## src/rtl/rate_sequencer.sv

```systemverilog
// ============================================================================
// rate_sequencer
// Power-of-two rate-enable generator with glitch-free tap changes at tick
// boundaries.
// Revision: 1.0
// ============================================================================
`default_nettype none

module rate_sequencer #(
  parameter logic [4:0] DEFAULT_SEL = 5'd20,
  parameter int         CNT_W       = 32
) (
  input  logic        clk,
  input  logic        rst_n,
  input  logic        up_req,
  input  logic        dn_req,
  input  logic        load_req,
  input  logic [4:0]  load_val,
  input  logic        hold,
  output logic [4:0]  tap_sel,
  output logic        tick,
  output logic        busy,
  output logic [15:0] tick_count
);

  localparam logic [4:0]       c_MAX_SEL = (CNT_W - 1 > 31) ? 5'd31 : 5'(CNT_W - 1);
  localparam logic [CNT_W-1:0] c_ONE     = {{(CNT_W-1){1'b0}}, 1'b1};

  localparam logic [0:0] c_IDLE = 1'b0;
  localparam logic [0:0] c_PEND = 1'b1;

  logic [0:0]       state_q, state_d;
  logic [CNT_W-1:0] cnt_q, cnt_d;
  logic [4:0]       tap_sel_q, tap_sel_d;
  logic [4:0]       pend_sel_q, pend_sel_d;
  logic             tick_q, tick_d;
  logic [15:0]      tick_count_q, tick_count_d;

  logic [CNT_W-1:0] w_bit_mask;
  logic [CNT_W-1:0] w_low_mask;
  logic             w_t;
  logic             w_commit;
  logic [4:0]       w_base;
  logic [4:0]       w_cur_tap;
  logic             w_req_vld;
  logic [4:0]       w_req_val;

  // Boundary: selected bit clear and every bit below it set.
  assign w_bit_mask = c_ONE << tap_sel_q;
  assign w_low_mask = w_bit_mask - c_ONE;
  assign w_t        = !hold && ((cnt_q & w_bit_mask) == '0)
                      && ((cnt_q & w_low_mask) == w_low_mask);
  assign w_commit   = (state_q == c_PEND) && w_t;

  // In PEND the base is pend_sel, which is also the new tap on a commit edge.
  assign w_base    = (state_q == c_PEND) ? pend_sel_q : tap_sel_q;
  assign w_cur_tap = w_commit ? pend_sel_q : tap_sel_q;

  always_comb begin
    w_req_vld = 1'b0;
    w_req_val = w_base;
    if (load_req) begin
      w_req_vld = 1'b1;
      w_req_val = (load_val > c_MAX_SEL) ? c_MAX_SEL : load_val;
    end else if (up_req ^ dn_req) begin
      w_req_vld = 1'b1;
      if (up_req) begin
        w_req_val = (w_base >= c_MAX_SEL) ? c_MAX_SEL : w_base + 5'd1;
      end else begin
        w_req_val = (w_base == 5'd0) ? 5'd0 : w_base - 5'd1;
      end
    end
  end

  always_ff @(posedge clk or negedge rst_n) begin
    if (!rst_n) begin
      state_q      <= c_IDLE;
      cnt_q        <= '0;
      tap_sel_q    <= DEFAULT_SEL;
      pend_sel_q   <= DEFAULT_SEL;
      tick_q       <= 1'b0;
      tick_count_q <= '0;
    end else begin
      state_q      <= state_d;
      cnt_q        <= cnt_d;
      tap_sel_q    <= tap_sel_d;
      pend_sel_q   <= pend_sel_d;
      tick_q       <= tick_d;
      tick_count_q <= tick_count_d;
    end
  end

  always_comb begin
    state_d      = state_q;
    tap_sel_d    = tap_sel_q;
    pend_sel_d   = pend_sel_q;
    tick_d       = w_t;
    tick_count_d = tick_q ? tick_count_q + 16'd1 : tick_count_q;

    if (w_commit) begin
      cnt_d = '0;
    end else if (!hold) begin
      cnt_d = cnt_q + c_ONE;
    end else begin
      cnt_d = cnt_q;
    end

    if (w_commit) begin
      tap_sel_d = pend_sel_q;
      state_d   = c_IDLE;
    end

    if (w_req_vld) begin
      if ((state_q == c_PEND) && !w_commit) begin
        pend_sel_d = w_req_val;
      end else if (w_req_val != w_cur_tap) begin
        pend_sel_d = w_req_val;
        state_d    = c_PEND;
      end
    end
  end

  always_comb begin
    busy       = (state_q == c_PEND);
    tap_sel    = tap_sel_q;
    tick       = tick_q;
    tick_count = tick_count_q;
  end

endmodule

`default_nettype wire

```

## config.mk

```make
export PLATFORM = sky130hd
export DESIGN_NAME = rate_sequencer
export DESIGN_NICKNAME = d
export VERILOG_FILES = /design/src/rtl/rate_sequencer.sv
export SDC_FILE = /design/constraint.sdc
export NUM_CORES = 1
export LEC_CHECK = 0
export CORE_MARGIN = 5
export CORE_UTILIZATION = 40
export CTS_BUF_LIST = sky130_fd_sc_hd__clkbuf_8
export CTS_CLUSTER_DIAMETER = 100
export DETAILED_ROUTE_END_ITERATION = 16
export PLACE_DENSITY = 0.61
export SETUP_SLACK_MARGIN = 0.5
export SLEW_MARGIN = 40
export SYNTH_ARGS = -nofsm -noshare
export SYNTH_HDL_FRONTEND = slang
export SYNTH_SLANG_ARGS = --single-unit
```

## constraint.sdc

```tcl
create_clock -name clk -period 5.92 [get_ports clk]
set_input_delay 1.48 -clock clk [delete_from_list [all_inputs] [get_ports clk]]
set_output_delay 1.48 -clock clk [all_outputs]
set_load 0.01 [all_outputs]
```

* Word level (Yosys, flattened, before mapping)
Index checks and enable logic that the tools add are counted.
** Word-level totals
- Output and inout port bits :: 23
- Flip-flop bits (word level) :: 60
- Input port bits :: 11
- Word-level logic and storage cells :: 48
** Operators by class
- Reductions and logical operators :: 10
- Shift-type cells :: 1
- Eq/ne operators :: 3
- Bitwise operators :: 3
- Multiplexer cells :: 18
- Order comparisons :: 2
- $add $sub $neg :: 5
** Operator list (number)
- bitwise AND 32 bit :: 2
- 2-to-1 mux 32 bit :: 2
- 2-to-1 mux 5 bit :: 10
- adder 32 x 1 -> 32 bit, second input constant :: 1
- == test 32 bit :: 1
- zero test 32 bit :: 1
- left shift 1 x 5 -> 32 bit, first input constant :: 1
- subtractor 32 x 1 -> 32 bit, second input constant :: 1
- adder 16 x 1 -> 16 bit, second input constant :: 1
- 2-to-1 mux 1 bit :: 6
- adder 5 x 1 -> 5 bit, second input constant :: 1
- greater-or-equal comparator 5 bit, second input constant :: 1
- greater-than comparator 5 bit, second input constant :: 1
- zero test 5 bit :: 1
- != test 5 bit :: 1
- subtractor 5 x 1 -> 5 bit, second input constant :: 1
- logical AND 1 bit :: 4
- zero test 1 bit :: 2
- != test 2 x 1 -> 1 bit, second input constant :: 1
- AND reduction 2 bit :: 1
- nonzero test 2 bit :: 1
- XOR 1 bit :: 1

* Logic depth before layout (Yosys ltp)
Gate-level depths: netlist of the first run.
- Depth after elaboration :: 11
- Depth in mapped cells :: 20
- Mapped depth without buffers :: 14

* Least setup slack after synthesis of the first run
Ideal clock, no wire load.
- Path kind :: register -> register
- From :: register tap_sel_q[3], in the netlist tap_sel[3]
- To :: register pend_sel_q[0]
- Data required time :: 5.795 ns
- Data arrival time :: 4.421 ns
- Stages on the path, launching flop included :: 18
- Slack :: 1.374 ns
- Path buffers :: 3
- Cell sequence :: dfrtp_1 -> buf_4 -> buf_2 -> or2_1 -> nor2_1 -> nand2_1 -> ha_1 -> buf_2 -> and2_1 -> o21bai_1 -> a21oi_1 -> or4_1 -> or4_4 -> nor4_4 -> mux2_2 -> xor2_1 -> a41oi_4 -> mux2_4
** On the way
- Longest elaborated chain between the ends :: 10
** Ends and longest elaborated chain
- from (decl) :: RTL line 34 : logic [4:0] tap_sel_q, tap_sel_d;
- from (signal assigned) :: RTL line 86 : tap_sel_q <= tap_sel_d;
- left shift 1 x 5 -> 32 bit :: RTL line 49 : assign w_bit_mask = c_ONE << tap_sel_q;
- subtractor 32 x 1 -> 32 bit or bitwise AND 32 bit (tied branches) :: RTL line 50, 51
- bitwise AND 32 bit or zero test 32 bit (tied branches) :: RTL line 52, 51
- == test 32 bit or logical AND 1 bit (tied branches) :: RTL line 52, 51
- logical AND 1 bit :: RTL line 52 : && ((cnt_q & w_low_mask) == w_low_mask);
- logical AND 1 bit :: RTL line 53 : assign w_commit = (state_q == c_PEND) && w_t;
- 2-to-1 mux 5 bit or zero test 1 bit (tied branches)
- != test 5 bit or logical AND 1 bit (tied branches) :: RTL line 116, 114
- nonzero test 2 bit (no source line)
- AND reduction 2 bit (no source line)
- to (signal assigned) :: RTL line 87 : pend_sel_q <= pend_sel_d;
- to (decl) :: RTL line 35 : logic [4:0] pend_sel_q, pend_sel_d;
Several ways; a longest one is shown, not always the timed one. The select of a mux whose other input is x is not followed.
A chain may end at the register's enable or synchronous reset.

* Worst setup path after layout of the first run
- From :: register tap_sel_q[4], in the netlist tap_sel[4]
- To :: register pend_sel_q[1]
The elaborated chain is that of the path after synthesis.

==> summary.txt, run 1 <==
Final layout
  – # fillers: 1113
  – P&R area growth vs syn: 13.4%
  – Fin util: 0.469
  – Inserted Diodes: 0
  – Total Nets Final: 560
  – Share of layout cells above drive strength 1: 0.104

Floorplanning
  – Die width: 116 um
  – Num rows: 38
  – Die height: 116 um
  – Initial core utilization: 0.413
  – CORE AREA: 10900 um2
  – Die Area: 13500 um2
  – Io pins: 34

Power and ir drop
  – Pwr/cell area: 371 nW/um2
  – Leakage: 2.14 nW
  – Max VDD drop: 0.000275 V

Timing
  – Final hold viol count: 0
  – Relative slew slack: 0.584
  – Endpoints failing setup: 0
  – Final TNS setup: 0 ps
  – Final Skew: 7.38 ps
  – Crit share post-route: 0.839
  – Pins over their slew limit: 0
  – Peak Freq: 201 MHz
  – Unrepaired setup endpoints after global routing: false
  – Crit path time final: 4970 ps
  – Worst-margin pin slew: 618 ps

Place
  – Dpl hpwl: 8690 um
  – Routability cong.: 0.991
  – Buffers added on ports: 33

Route
  – Final WL: 12000 um
  – Vias per cell: 5.71
  – DRT Pass-1 Iters: 5
  – Initial DRC count: 238
  – Routed WL per cell: 17.5 um
  – DR DRC count: 0
  – Post-route ant nets: 0
  – Total number of vias: 3921

Synthesis
  – Syn nets: 542
  – Ys async rst share: 1.00
  – Mapped cell area: 4520 um2
  – Syn. warnings: 0
  – Ys flop type: dfrtp_1
  – Number of synthesized register bits: 60
  – Post-synth cell types: 74
  – Register area share after synthesis: 0.333
  – Post-synth EDFFs: 0
  – Mean area per synthesized cell: 8.63 um2
  – Post-Syn Instances: 524

Critical path
  – Flop-to-flop setup slack: 950 ps
  – Critical path startpoint category: flip-flop
  – Crit path from: tap_sel[4]$_DFF_PN1_
  – RR Endpoint: pend_sel_q[1]$_DFFE_PN0P_
  – Worst flop-to-flop path startpoint: tap_sel[4]$_DFF_PN1_
  – CP required: 6150 ps
  – Critical Path End Type: flip-flop
  – Setup CP Type: flip-flop to flip-flop
  – Crit-path max FO: 31
  – Setup crit end: pend_sel_q[1]$_DFFE_PN0P_
  – CP arrival: 5200 ps
  – R2R depth: 14

Clocking
  – Longest Clk Path Bufs: 2
  – Sink Count: 60
  – Clock H-tree levels: 3
  – CTS tree: yes
  – Resize count post-CTS: 0
  – Number of CTS-inserted buffers: 9
  – Worst skew pair latency: 350 ps
  – Postcts setup bufs: 0
  – Cts-stage hold buffer count: 0
  – Clock transition at path regs: 70 ps
  – CTS root buf: clkbuf_8

Run status
  – Status: finished, final reports clean

Flow run
  – Max-cap viol count: 0

Worst hold path
  – WHS Path Cells: 1
  – Worst Hold Class: flip-flop to flip-flop

Global route
  – First-pass GRT wire length: 19800 um
  – Largest net degree at the start of global routing: 61
  – GRT Total Usage: 0.186
  – Initial antenna violation count: 0
  – Total grt overflow: 0
  – Number of global-route vias before repair: 3811
## cell usage after synthesis (3+ instances only)
| master | instances | area share |
|---|---|---|
| buf_4 | 3 | 0.0050 |
| nand4b_1 | 6 | 0.012 |
| a22oi_1 | 3 | 0.0050 |
| or2_2 | 3 | 0.0042 |
| nand3_1 | 23 | 0.025 |
| nor3b_1 | 7 | 0.012 |
| buf_2 | 16 | 0.018 |
| nor4_1 | 8 | 0.011 |
| ha_1 | 7 | 0.019 |
| nor2_1 | 49 | 0.041 |
| nor4b_1 | 5 | 0.0097 |
| dfstp_2 | 4 | 0.023 |
| xnor2_1 | 23 | 0.045 |
| mux2_4 | 4 | 0.013 |
| nand2b_1 | 6 | 0.0083 |
| and3_1 | 10 | 0.014 |
| buf_6 | 5 | 0.012 |
| o311ai_0 | 3 | 0.0058 |
| nand2_1 | 43 | 0.036 |
| inv_1 | 17 | 0.014 |
| o21ai_1 | 3 | 0.0033 |
| a21oi_1 | 22 | 0.024 |
| or3_1 | 7 | 0.0097 |
| o21ai_0 | 26 | 0.029 |
| buf_1 | 3 | 0.0025 |
| dfrtp_1 | 56 | 0.31 |
| and2_1 | 4 | 0.0055 |
| o22a_1 | 3 | 0.0058 |
| clkbuf_1 | 7 | 0.0058 |
| mux2_2 | 12 | 0.030 |
| nor2b_1 | 13 | 0.018 |
| a31oi_1 | 6 | 0.0083 |
| nor4bb_1 | 3 | 0.0066 |
| xor2_1 | 26 | 0.050 |
| nor3_1 | 11 | 0.012 |
| nand3b_1 | 3 | 0.0050 |
| nand4_1 | 15 | 0.021 |
| mux2i_1 | 11 | 0.024 |
| o31ai_1 | 3 | 0.0050 |
## sequential cells by signal, indices dropped and copies added, names as in the netlist
name,count
tick_count,16
cnt_q,32
tap_sel,5
busy,1
pend_sel_q,5
tick,1
## through the flow
step	cell area (um2)	cells	hold WS (ps)	total power, W	setup WS [ps]
finish	5130	687	478	0.00190	951
global route	5130	687	501	0.00204	696
CTS	5120	687	488	0.00191	983
detailed placement	4890	671	476	0.00147	888
global placement	4880	671	462	0.00146	892
floorplan	4520	524	450	0.00127	1370
## logic make-up after synthesis
family,Yosys count,share of synthesized area
DFF,60,0.333
AOI/OAI and AO/OA,100,0.148
adders and majority gates,7,0.0194
and+or+nand+nor,229,0.278
xor gates and xnor gates,49,0.0949
muxes,27,0.0675
buffers and inverters,52,0.0584
## how the worst min path moves through the flow
stage                               startpoint                         end
finish              tick_count[15]$_DFFE_PN0P_  tick_count[15]$_DFFE_PN0P_
detailed placement  tick_count[15]$_DFFE_PN0P_  tick_count[15]$_DFFE_PN0P_
global placement    tick_count[15]$_DFFE_PN0P_  tick_count[15]$_DFFE_PN0P_
global route        tick_count[15]$_DFFE_PN0P_  tick_count[15]$_DFFE_PN0P_
CTS                 tick_count[15]$_DFFE_PN0P_  tick_count[15]$_DFFE_PN0P_
floorplan            pend_sel_q[4]$_DFFE_PN1P_   pend_sel_q[4]$_DFFE_PN1P_
## metal layers
metal,share of wire,vias to the layer above,global-route usage
met5,0,-,0
met4,0.032,0,0.0804
met3,0.045,27,0.0378
met2,0.47,93,0.298
met1,0.46,1875,0.245
li1,-,1926,-
## placed cells by master, fill, tap and decap left out, types with 4 or more instances in the layout
cell,Yosys,final
nor4b_1,5,5
dfrtp_1,56,56
xnor2_1,23,23
mux2_4,4,4
nand2b_1,6,6
buf_4,3,7
nor3b_1,7,7
and3_1,10,10
mux2_2,12,12
xor2_1,26,26
nor4_1,8,8
or3_1,7,7
a21oi_1,22,22
inv_1,17,17
clkbuf_8,0,11
dfstp_2,4,4
nand3_1,23,23
nand4b_1,6,6
a31oi_1,6,6
and2_1,4,4
mux2i_1,11,11
nand2_1,43,43
nand4_1,15,15
nor2_1,49,49
nor3_1,11,11
clkdlybuf4s50_1,0,32
ha_1,7,6
nor2b_1,13,13
o21ai_0,26,26
## layout make-up
cell class	count	area, um2	share of cell area
sequential	60	1510	0.294
multi-input combinational	412	2750	0.537
clock buffer	11	151	0.0295
clock inverter	5	83.8	0.0164
inverter	18	67.6	0.0132
timing repair buffer	41	389	0.0759
tap	140	175	0.0342
## worst max-delay path: stages (launching register included)
cell,delay (ps)
dfstp_2,760
nand2b_1,200
or2_2,130
ha_2,530
nor2b_1,130
a31oi_1,200
a21oi_1,80
or4b_1,530
or4_4,590
nor4_4,290
buf_4,280
a22oi_1,100
nor4_2,440
a41oi_4,240
mux2_4,350
## where the power goes
part,leakage (nW),switching [W],total (W),internal (W)
logic,1.24,0.000535,0.000925,0.000390
clock network,0.112,0.000168,0.000429,0.000260
registers,0.785,0.0000869,0.000549,0.000462
total,2.14,0.000790,0.00190,0.00111
No activity file was read; power rests on OpenSTA's default activity.
==> run 2, diff against run 1 <==
==> constraint.sdc (replaced) <==
create_clock -name clk -period 4.8 [get_ports clk]
set_input_delay 1.2 -clock clk [delete_from_list [all_inputs] [get_ports clk]]
set_output_delay 1.2 -clock clk [all_outputs]
set_load 0.01 [all_outputs]
==> summary.txt, run 2 (synthesis results as in run 1) <==
Final layout
  – Commonest cells after routing, fill and taps aside: dfrtp_1, nor2_1, nand2_1, clkdlybuf4s50_1, xor2_1
  – Most common cell after layout, fill and taps aside: dfrtp_1
  – Fin cells: 706
  – Design Area, Final: 5420 um2
  – P&R area growth vs syn: 19.8%
  – Max FFs per register: 32
  – Biggest register: cnt_q
  – Total Nets Final: 579
  – Share of layout cells above drive strength 1: 0.164
  – Inserted Diodes: 0

Critical path
  – Critical Path End Type: flip-flop
  – CP Buf/Inv Count: 2
  – Critical path startpoint category: flip-flop
  – Crit-path max FO: 8
  – CP required: 5030 ps
  – CP delay by family, top: simple AND/OR/NAND/NOR gates
  – WP depth: 14
  – Worst flop-to-flop path startpoint: tap_sel[1]$_DFF_PN0_
  – Max incr delay on CP: 590 ps
  – Crit path from: tap_sel[1]$_DFF_PN0_
  – Slowest CP cell: or4_4
  – R2R depth: 14
  – Critical-path cell list: or3_4 -> or2_4 -> ha_4 -> buf_6 -> nor2b_2 -> o31a_1 -> or4_1 -> or4_4 -> nor4_4 -> buf_4 -> mux2_4 -> xor2_4 -> a41oi_4 -> mux2_4
  – Flop-to-flop setup slack: 420 ps
  – CP arrival: 4610 ps
  – RR Endpoint: pend_sel_q[0]$_DFFE_PN0P_
  – Most used cell, CP: mux2_4
  – Setup CP Type: flip-flop to flip-flop
  – Setup crit end: pend_sel_q[0]$_DFFE_PN0P_

Route
  – Post-route ant nets: 0
  – DRT Pass-1 Iters: 6
  – Final WL: 12300 um
  – Vias per cell: 5.81
  – DR DRC count: 0
  – Initial DRC count: 221
  – Total number of vias: 4105
  – Routed WL per cell: 17.4 um

Global route
  – Number of global-route vias before repair: 3949
  – M1 GR Usage: 0.250
  – First-pass GRT wire length: 20400 um
  – Most used routing layer in global routing: met2
  – Total grt overflow: 0
  – Largest net degree at the start of global routing: 61
  – GRT Total Usage: 0.191
  – Initial antenna violation count: 0
  – Grt met2 use: 0.302
  – Met3 GRT Util: 0.0513

Clocking
  – Worst skew pair latency: 350 ps
  – Clock transition at path regs: 70 ps
  – Cts-stage hold buffer count: 0
  – CTS tree: yes
  – Sink Count: 60
  – Number of CTS-inserted buffers: 9
  – CTS root buf: clkbuf_8
  – Longest Clk Path Bufs: 2
  – Clock H-tree levels: 3

Worst hold path
  – Hold path startpoint: tick_count[15]$_DFFE_PN0P_
  – Worst Hold Class: flip-flop to flip-flop

Run status
  – Status: finished, final reports clean

Timing
  – Crit path time final: 4380 ps
  – Worst-margin pin slew: 625 ps
  – Final TNS setup: 0 ps
  – Crit share post-route: 0.913
  – Final hold viol count: 0
  – Unrepaired setup endpoints after global routing: true
  – Final Skew: 11.2 ps
  – Relative slew slack: 0.578
  – Peak Freq: 228 MHz
  – Pins over their slew limit: 0
  – Endpoints failing setup: 0

Place
  – Buffers added on ports: 33
  – Placed Instances: 677
  – Routability cong.: 0.959
  – Placed cell area: 5020 um2
  – Dpl hpwl: 8500 um

Floorplanning
  – Die height: 116 um
  – Io pins: 34
  – Die Area: 13500 um2
  – CORE AREA: 10900 um2
  – Initial core utilization: 0.413
  – Die width: 116 um
  – Num rows: 38

Power and ir drop
  – Pwr/cell area: 484 nW/um2
  – Max VDD drop: 0.000252 V
  – Leakage: 2.26 nW

Flow run
  – Max-cap viol count: 0
## run 2: area by class of cell
cell class	count	area, um2
flip-flops and latches	60	1510
fillers	1053	5520
multi-input cells	412	2900
inverters	18	67.6
clock buffers	11	151
repair buffers	60	556
clock inverters	5	58.8
well taps	140	175
## run 2: worst min-delay path by stage
| stage | end | slack [ps] | depth (start not counted) |
|---|---|---|---|
| after floorplan | pend_sel_q[4]$_DFFE_PN1P_ | 450 | 2 |
| after global placement | tick_count[15]$_DFFE_PN0P_ | 470 | 1 |
| after detailed placement | tick_count[15]$_DFFE_PN0P_ | 470 | 1 |
| after CTS | tick_count[15]$_DFFE_PN0P_ | 480 | 1 |
| after global routing | tick_count[13]$_DFFE_PN0P_ | 500 | 1 |
| final | tick_count[15]$_DFFE_PN0P_ | 480 | 1 |
## run 2: stage by stage
step | power [W] | setup WS (ps) | hold WS, ps | util
6_report | 0.00262 | 417 | 475 | 0.495
5_1_grt | 0.00280 | 266 | 501 | 0.495
4_1_cts | 0.00259 | 359 | 483 | 0.492
3_5_place_dp | 0.00191 | 247 | 473 | 0.459
3_3_place_gp | 0.00190 | 305 | 465 | 0.459
2_1_floorplan | 0.00170 | 298 | 451 | -
## run 2: repair_timing
action | CTS | global route
endpoints found under the setup margin | 5 | 5
pin swaps | 12 | 2
setup buffers | 12 | 1
gates cloned | 0 | 0
gates resized for setup | 12 | 5
hold endpoints to repair | 0 | 0
## run 2: routing by layer
layer / up-vias / part of all wire
met5: - / 0
met4: 0 / 0.029
met3: 30 / 0.061
met2: 128 / 0.47
met1: 1983 / 0.44
li1: 1964 / -
## run 2: power by group
part / total, W / switching (W) / internal (W)
Combinational: 0.00148 / 0.000760 / 0.000716
Sequential: 0.000664 / 0.0000933 / 0.000571
Clock: 0.000483 / 0.000215 / 0.000269
Total: 0.00262 / 0.00107 / 0.00156
==> run 3, diff against run 2 <==
--- a/config.mk
+++ b/config.mk
@@ -10,7 +10,8 @@
 export CTS_BUF_LIST = sky130_fd_sc_hd__clkbuf_8
 export CTS_CLUSTER_DIAMETER = 100
 export DETAILED_ROUTE_END_ITERATION = 16
-export PLACE_DENSITY = 0.61
+export DONT_BUFFER_PORTS = 1
+export PLACE_DENSITY = 0.57
 export SETUP_SLACK_MARGIN = 0.5
 export SLEW_MARGIN = 40
 export SYNTH_ARGS = -nofsm -noshare
==> constraint.sdc (replaced) <==
create_clock -name clk -period 4.5 [get_ports clk]
set_input_delay 1.125 -clock clk [delete_from_list [all_inputs] [get_ports clk]]
set_output_delay 1.125 -clock clk [all_outputs]
set_load 0.01 [all_outputs]
==> summary.txt, run 3 (synthesis results as in run 1) <==
Route
  – Final WL: 11900 um
  – DR DRC count: 0
  – Vias per cell: 5.83
  – DRT Pass-1 Iters: 5
  – Routed WL per cell: 17.7 um
  – Initial DRC count: 319
  – Total number of vias: 3919
  – Post-route ant nets: 0

Critical path
  – CP arrival: 4610 ps
  – CP required: 4740 ps
  – Worst flop-to-flop path startpoint: tap_sel[1]$_DFF_PN0_
  – R2R depth: 14
  – Crit-path max FO: 15
  – RR Endpoint: pend_sel_q[0]$_DFFE_PN0P_
  – Critical path startpoint category: flip-flop
  – Critical Path End Type: flip-flop
  – Flop-to-flop setup slack: 140 ps
  – Setup CP Type: flip-flop to flip-flop

Floorplanning
  – Num rows: 38
  – Die width: 116 um
  – Initial core utilization: 0.413
  – Die Area: 13500 um2
  – CORE AREA: 10900 um2
  – Io pins: 34
  – Die height: 116 um

Clocking
  – Worst skew pair latency: 350 ps
  – Longest Clk Path Bufs: 2
  – Cts-stage hold buffer count: 0
  – Sink Count: 60
  – CTS root buf: clkbuf_8
  – CTS tree: yes
  – Clock transition at path regs: 80 ps
  – Clock H-tree levels: 3
  – Number of CTS-inserted buffers: 9

Power and ir drop
  – Total power: 0.00255 W
  – Pwr/cell area: 511 nW/um2
  – Gate power share: 0.550
  – Int Pwr: 0.00147 W
  – Leakage: 2.11 nW
  – Register share of total power: 0.273
  – Psw: 0.00108 W
  – Sw frac: 0.423
  – Max VDD drop: 0.000208 V
  – Clk network pwr share: 0.176

Final layout
  – FF/Latch Area: 1510 um2
  – Share of layout cells above drive strength 1: 0.162
  – Multi-input logic area: 2860 um2
  – # fillers: 1077
  – Most common cell after layout, fill and taps aside: dfrtp_1
  – Biggest register: cnt_q
  – Fin util: 0.457
  – Inserted Diodes: 0
  – Commonest cells after routing, fill and taps aside: dfrtp_1, nor2_1, nand2_1, xor2_1
  – Max FFs per register: 32
  – Design Area, Final: 5000 um2
  – Total Nets Final: 545
  – P&R area growth vs syn: 10.5%

Timing
  – Peak Freq: 229 MHz
  – Pins over their slew limit: 0
  – WHS: 460 ps
  – Crit share post-route: 0.970
  – Final Skew: 14.7 ps
  – Unrepaired setup endpoints after global routing: true
  – Final TNS setup: 0 ps
  – Relative slew slack: 0.534
  – Worst-margin pin slew: 692 ps
  – Crit path time final: 4360 ps
  – Final hold viol count: 0
  – Endpoints failing setup: 0

Run status
  – Status: finished, final reports clean

Flow run
  – Max-cap viol count: 0

Global route
  – Number of global-route vias before repair: 3715
  – GRT Total Usage: 0.182
  – First-pass GRT wire length: 19400 um
  – Initial antenna violation count: 0
  – Largest net degree at the start of global routing: 61
  – Total grt overflow: 0

Worst hold path
  – Worst Hold Class: input port to asynchronous set/reset pin

Place
  – Placed cell area: 4740 um2
  – Buffers added on ports: 0
  – Dpl hpwl: 8340 um
  – Routability cong.: 0.882
run 3: power by group through the flow:
| stage | clock [W] | combinational, W | sequential [W] |
|---|---|---|---|
| finish | 0.000450 | 0.00141 | 0.000698 |
| global route | 0.000486 | 0.00154 | 0.000709 |
| CTS | 0.000466 | 0.00138 | 0.000698 |
| detailed placement | 0 | 0.00134 | 0.000708 |
| global placement | 0 | 0.00133 | 0.000707 |
| floorplan | 0 | 0.00112 | 0.000692 |
run 3: worst max-delay path by stage:
stage	slack (ps)	endpoint	start	depth (start not counted)
after floorplan	-2	pend_sel_q[0]$_DFFE_PN0P_	tap_sel[3]$_DFF_PN0_	17
after global placement	6	pend_sel_q[0]$_DFFE_PN0P_	tap_sel[1]$_DFF_PN0_	14
after detailed placement	-40	pend_sel_q[3]$_DFFE_PN0P_	tap_sel[1]$_DFF_PN0_	14
after CTS	120	pend_sel_q[0]$_DFFE_PN0P_	tap_sel[1]$_DFF_PN0_	14
after global routing	-30	pend_sel_q[4]$_DFFE_PN1P_	tap_sel[1]$_DFF_PN0_	15
final	140	pend_sel_q[0]$_DFFE_PN0P_	tap_sel[1]$_DFF_PN0_	14
run 3: routing by layer:
metal / up-vias / part of all wire / track usage
li1: 1891 / - / -
met2: 139 / 0.47 / 0.295
met3: 9 / 0.060 / 0.0472
met1: 1880 / 0.46 / 0.242
met5: - / 0 / 0
met4: 0 / 0.012 / 0.0495
run 3: area by class of cell:
type,count,share of cell area
multi-input cells,412,0.572
flip-flops and latches,60,0.302
repair buffers,26,0.0423
well taps,140,0.0351
clock buffers,10,0.0275
inverters,18,0.0135
clock inverters,6,0.00801
run 3: repair_timing:
action / 4_1_cts / 5_1_grt
setup endpoints to repair: 6 / 6
pin swaps: 2 / 3
gates resized for setup: 4 / 0
setup buffers: 7 / 1
run 3: per-stage QoR:
stage / std cells / setup slack, ps
finish: 672 / 137
floorplan: 524 / -1.57
detailed placement: 648 / -39.5
CTS: 671 / 119
global placement: 648 / 6.33
global route: 672 / -34.6
run 3: worst max-delay path, cell delays in order (launching register included):
cell	delay (ps)
dfrtp_2	400
or3_4	380
or2_4	270
ha_4	220
buf_4	170
nand4b_1	110
a31oi_1	90
or4b_1	510
or4_4	570
nor4_4	200
buf_6	170
mux2_4	340
xnor2_4	140
a41oi_4	350
mux2_4	330
